`config.mk`:
```
export PLATFORM = sky130hd
export DESIGN_NAME = alu_op_sequencer
export DESIGN_NICKNAME = d
export VERILOG_FILES = /design/src/rtl/alu_op_sequencer.sv
export SDC_FILE = /design/constraint.sdc
export NUM_CORES = 1
export LEC_CHECK = 0
export CORE_ASPECT_RATIO = 1.4
export CORE_MARGIN = 3
export CORE_UTILIZATION = 29
export DETAILED_ROUTE_END_ITERATION = 10
export HOLD_SLACK_MARGIN = 0.03
export PLACE_DENSITY = 0.63
export RECOVER_POWER = 100
export SLEW_MARGIN = 25
export SYNTH_ARGS = -nofsm -noshare
export SYNTH_HDL_FRONTEND = slang
export SYNTH_SLANG_ARGS = --single-unit
```
`constraint.sdc`:
```
create_clock -name clk -period 1.7 [get_ports clk]
set_clock_uncertainty 0.2 [all_clocks]
set_input_delay 0.17 -clock clk [delete_from_list [all_inputs] [get_ports clk]]
set_output_delay 0.17 -clock clk [all_outputs]
set_load 0.03 [all_outputs]
```
`src/rtl/alu_op_sequencer.sv`:
```
// Serial operand fetcher / result writer driving an external 32-bit combinational ALU.
// Reads A and B from a 32-entry synchronous memory, executes, writes R back to rd.
module alu_op_sequencer (
    input  logic        clk,
    input  logic        rst_n,
    input  logic        cmd_valid,
    output logic        cmd_ready,
    input  logic [2:0]  cmd_op,
    input  logic [4:0]  cmd_ra,
    input  logic [4:0]  cmd_rb,
    input  logic [4:0]  cmd_rd,
    output logic [4:0]  mem_addr,
    output logic        mem_rd_en,
    input  logic [31:0] mem_rdata,
    output logic        mem_wr_en,
    output logic [31:0] mem_wdata,
    output logic [31:0] alu_a,
    output logic [31:0] alu_b,
    output logic [2:0]  alu_sel,
    input  logic [31:0] alu_r,
    output logic        done,
    output logic        err,
    output logic [31:0] result
);

    typedef enum logic [2:0] {
        S_IDLE = 3'd0,
        S_RD_A = 3'd1,
        S_RD_B = 3'd2,
        S_LD_B = 3'd3,
        S_EXEC = 3'd4,
        S_WR   = 3'd5
    } state_t;

    state_t state_q, state_d;

    logic        cmd_ready_q, cmd_ready_d;
    logic [2:0]  op_q, op_d;
    logic [4:0]  rb_q, rb_d;
    logic [4:0]  rd_q, rd_d;
    logic [4:0]  mem_addr_q, mem_addr_d;
    logic        mem_rd_en_q, mem_rd_en_d;
    logic        mem_wr_en_q, mem_wr_en_d;
    logic [31:0] mem_wdata_q, mem_wdata_d;
    logic [31:0] alu_a_q, alu_a_d;
    logic [31:0] alu_b_q, alu_b_d;
    logic [2:0]  alu_sel_q, alu_sel_d;
    logic        done_q, done_d;
    logic        err_q, err_d;
    logic [31:0] result_q, result_d;

    logic accept;
    logic op_legal;

    // cmd_ready_q is low for the first cycle after reset, which blocks acceptance there.
    assign accept   = cmd_valid && cmd_ready_q;
    assign op_legal = (cmd_op < 3'd6);

    always_ff @(posedge clk or negedge rst_n) begin
        if (!rst_n) begin
            state_q <= S_IDLE;
        end else begin
            state_q <= state_d;
        end
    end

    always_comb begin
        state_d = state_q;
        case (state_q)
            S_IDLE: if (accept && op_legal) state_d = S_RD_A;
            S_RD_A: state_d = S_RD_B;
            S_RD_B: state_d = S_LD_B;
            S_LD_B: state_d = S_EXEC;
            S_EXEC: state_d = S_WR;
            S_WR:   state_d = S_IDLE;
            default: state_d = S_IDLE;
        endcase
    end

    // Every output is a flop, so each one is loaded with the value for the state being entered.
    always_comb begin
        cmd_ready_d = (state_d == S_IDLE);
        op_d        = op_q;
        rb_d        = rb_q;
        rd_d        = rd_q;
        mem_addr_d  = mem_addr_q;
        mem_rd_en_d = 1'b0;
        mem_wr_en_d = 1'b0;
        mem_wdata_d = mem_wdata_q;
        alu_a_d     = alu_a_q;
        alu_b_d     = alu_b_q;
        alu_sel_d   = alu_sel_q;
        done_d      = 1'b0;
        err_d       = 1'b0;
        result_d    = result_q;
        case (state_q)
            S_IDLE: begin
                if (accept) begin
                    op_d = cmd_op;
                    rb_d = cmd_rb;
                    rd_d = cmd_rd;
                    if (op_legal) begin
                        mem_rd_en_d = 1'b1;
                        mem_addr_d  = cmd_ra;
                    end else begin
                        done_d = 1'b1;
                        err_d  = 1'b1;
                    end
                end
            end
            S_RD_A: begin
                mem_rd_en_d = 1'b1;
                mem_addr_d  = rb_q;
            end
            S_RD_B: alu_a_d = mem_rdata;
            S_LD_B: begin
                alu_b_d   = mem_rdata;
                alu_sel_d = op_q;
            end
            S_EXEC: begin
                result_d    = alu_r;
                mem_wdata_d = alu_r;
                mem_wr_en_d = 1'b1;
                mem_addr_d  = rd_q;
            end
            S_WR: done_d = 1'b1;
            default: ;
        endcase
    end

    // Async clear drops mem_wr_en at once, so a reset landing in WR never reaches the memory edge.
    always_ff @(posedge clk or negedge rst_n) begin
        if (!rst_n) begin
            cmd_ready_q <= 1'b0;
            op_q        <= 3'd0;
            rb_q        <= 5'd0;
            rd_q        <= 5'd0;
            mem_addr_q  <= 5'd0;
            mem_rd_en_q <= 1'b0;
            mem_wr_en_q <= 1'b0;
            mem_wdata_q <= 32'd0;
            alu_a_q     <= 32'd0;
            alu_b_q     <= 32'd0;
            alu_sel_q   <= 3'd0;
            done_q      <= 1'b0;
            err_q       <= 1'b0;
            result_q    <= 32'd0;
        end else begin
            cmd_ready_q <= cmd_ready_d;
            op_q        <= op_d;
            rb_q        <= rb_d;
            rd_q        <= rd_d;
            mem_addr_q  <= mem_addr_d;
            mem_rd_en_q <= mem_rd_en_d;
            mem_wr_en_q <= mem_wr_en_d;
            mem_wdata_q <= mem_wdata_d;
            alu_a_q     <= alu_a_d;
            alu_b_q     <= alu_b_d;
            alu_sel_q   <= alu_sel_d;
            done_q      <= done_d;
            err_q       <= err_d;
            result_q    <= result_d;
        end
    end

    assign cmd_ready = cmd_ready_q;
    assign mem_addr  = mem_addr_q;
    assign mem_rd_en = mem_rd_en_q;
    assign mem_wr_en = mem_wr_en_q;
    assign mem_wdata = mem_wdata_q;
    assign alu_a     = alu_a_q;
    assign alu_b     = alu_b_q;
    assign alu_sel   = alu_sel_q;
    assign done      = done_q;
    assign err       = err_q;
    assign result    = result_q;

endmodule

```
==> qor.json <==
{
  "yosys": {
    "synth.avg_cell_area_um2": 14.9,
    "syn-cell-area_um2": 5180,
    "synth_unique_cells": 26,
    "ys_ff_latch": 125,
    "syn-instance-count": 347,
    "synth.yosys.warnings": 0,
    "seq_area_frac_synth_pct": 60.4,
    "syn-num-nets": 432
  },
  "routing": {
    "finalWirelength_um": 14900,
    "drt_iter0_drc": 92,
    "detail-route-antenna-nets": 0,
    "detail_route.vias_per_cell": 4.48,
    "drtPass1Iterations": 5,
    "wl_per_cell_um": 18.1,
    "drc": 0,
    "vias": 3699
  },
  "clock_network": {
    "ctsRootBufferMaster": "sky130_fd_sc_hd__clkbuf_16",
    "ctsLongestPathBuffers": 2,
    "clkTransAtPathRegs_ps": 50,
    "numCtsBuffers": 17,
    "cts.sink_count": 125,
    "clock_tree_from_tritoncts": "yes",
    "worstSkewPairLatency_ps": 400,
    "h-tree-depth": 4
  },
  "placed_design": {
    "routabilityCongestion": 0.752,
    "numPortBuffers": 225,
    "post_detailed_placement_half_perimeter_wirelength_um": 9970,
    "post_dp_area_um2": 7630
  },
  "timing": {
    "hold_violations": 0,
    "final_critical_path_setup_slack_ps": -77.9,
    "setup_repair_after_global_routing_missed_its_margin": "yes",
    "transition_time_at_the_pin_with_the_least_slew_margin_ps": 344,
    "fmax_ghz": 0.562,
    "finalMaxSlewViolations": 0,
    "final.period_utilization_pct": 105,
    "final_period_minus_worst_setup_slack_ps": 1780,
    "setup_viol_count_final": 58,
    "fin_hold_ws_ps": 160,
    "slew_headroom_pct": 77.0,
    "totalNegativeSetupSlack_ps": -1770
  },
  "flow_run": {
    "max_cap_viol_count": 0
  },
  "finish": {
    "final_nets": 661,
    "mostFrequentLayoutCells": "sky130_fd_sc_hd__dlygate4sd2_1 (141), sky130_fd_sc_hd__dfrtp_1 (122), sky130_fd_sc_hd__clkdlybuf4s50_1 (83), sky130_fd_sc_hd__mux2_4 (69), sky130_fd_sc_hd__mux2_2 (41)",
    "n_antenna_cell": 0,
    "fin_area_um2": 8610,
    "final.fill_count": 1528,
    "finish.utilization_pct": 49.3,
    "layout-area-overhead-vs-synth_pct": 66.2,
    "post_route_cells_drive_above_1_share_pct": 31.1,
    "final_common_cell": "sky130_fd_sc_hd__dlygate4sd2_1"
  },
  "global_route": {
    "grt_antenna_before_repair": 0,
    "globalRouteTotalUtil_pct": 13.9,
    "grt_pass1_vias": 4032,
    "grt_remaining_overflow": 0,
    "grt_start_max_net_pins": 57,
    "grt_first_pass_wirelength_um": 21100
  },
  "worst_setup_path": {
    "regToRegSetupSlack_ps": -80,
    "critical_path_peak_fanout": 6,
    "timing.critical_path.from_type": "flip-flop",
    "startpoint": "state_q[0]",
    "critical_path.reg2reg.startpoint": "state_q[0]",
    "cp.required_ps": 1790,
    "timing_worst_setup_path_type": "reg -> reg",
    "critPathCaptureType": "flip-flop",
    "worst_ep_arrival_time_ps": 1860
  },
  "pwr": {
    "power-per-cell-area_nw_per_um2": 2330,
    "finalPower_mw": 20.0,
    "max-vdd-ir-drop_v": 0.000915,
    "static-leakage-power_nw": 4.00
  },
  "die": {
    "vertical_extent_of_the_die_um": 164,
    "die_width_um": 119,
    "floorplan.initialDensity_pct": 29.6,
    "ios": 226,
    "row_count": 57,
    "floorplan.core_area_um2": 17500,
    "die_area_um2": 19500
  },
  "min_path": {
    "hold_path_startpoint": "alu_r[4]",
    "min-delay-path-class": "in -> reg"
  },
  "run_status": {
    "violations_in_the_final_reports": "negative setup slack",
    "result_of_the_run": "finished with violations"
  }
}
-- registers in the layout, summed over array words and instances (netlist names), 3 cells and up --
signal     flops
mem_wdata     32
alu_sel        3
rb_q           5
rd_q           5
state_q        3
mem_addr       5
alu_b         32
op_q           3
alu_a         32
-- cell families (layout without fill, tap and decap cells) --
| group | after synthesis | after routing | synth area share [%] |
|---|---|---|---|
| buffers and inverters | 56 | 297 | 7.80 |
| AND/OR/NAND/NOR | 26 | 27 | 3.21 |
| multiplexers | 117 | 117 | 25.3 |
| flip-flops | 125 | 125 | 60.4 |
| XOR/XNOR | 1 | 1 | 0.169 |
| AO/OA/AOI/OAI | 22 | 22 | 3.12 |
-- through the flow --
stage	instances	setup slack (ps)
floorplan	347	-36.1
global placement	776	-73.2
detailed placement	776	-92.4
CTS	813	-48.2
global route	825	-116
finish	825	-77.9
-- critical path, stage by stage, from the launching register on --
cell and delay [ps]:
sky130_fd_sc_hd__dfrtp_2 460, sky130_fd_sc_hd__nor4b_4 390, sky130_fd_sc_hd__and2_4 300, sky130_fd_sc_hd__mux2_4 310
-- power by group --
group / switching, mW / internal (mW) / leakage [nW]
registers: 0.930 / 4.52 / 1.48
clock network: 1.28 / 2.38 / 0.282
logic: 6.03 / 4.91 / 2.24
total: 8.23 / 11.8 / 4.00
-- synthesized netlist by cell type (all sizes together) --
cell	number	share of area, %
dfrtp	125	60
mux2	112	24
buf	47	7.1
nor2	11	0.80
inv	8	0.58
a21oi	6	0.58
nand2	6	0.43
mux2i	5	0.97
o221ai	5	0.85
o32a	5	0.97
o21ai	4	0.46
nand3	3	0.53
nand2b	2	0.24
nor3	2	0.63
and2	1	0.12
clkbuf	1	0.072
nor4b	1	0.46
o21a	1	0.14
o22ai	1	0.12
xnor2	1	0.17
-- final timing paths --
path,to,cells past startpoint
worst min-delay path,mem_wdata[4],2
min in group asynchronous,mem_wdata[31],3
max in group asynchronous,alu_b[15],4
worst max register to register,rb_q[2],3
worst min register to register,alu_a[5],1
worst max-delay path,rb_q[2],3
-- layout make-up --
class | instances | area [um^2] | share of cell area, %
inverter | 8 | 30.0 | 0.349
tap | 236 | 295 | 3.43
clock buffer | 22 | 464 | 5.39
timing repair buffer | 257 | 2610 | 30.3
sequential | 125 | 3130 | 36.4
clock inverter | 10 | 139 | 1.61
multi-input combinational | 167 | 1940 | 22.5
-- per-layer routing --
| metal | part of all wire (%) | up-vias | track usage, % |
|---|---|---|---|
| met5 | 0 | - | 0 |
| li1 | - | 1645 | - |
| met1 | 36 | 1872 | 14.2 |
| met3 | 8.0 | 18 | 6.44 |
| met4 | 1.3 | 0 | 5.27 |
| met2 | 55 | 164 | 24.8 |
-- timing repair --
action | CTS | global route
setup endpoints to repair | 211 | 80
pin swaps | 1 | 4
hold endpoints to repair | 125 | 0
cloned | 1 | 10
gates resized for setup | 151 | 58
hold buffers | 2 | 0
buffers inserted | 2 | 2
(Power assumes the default switching activity.)
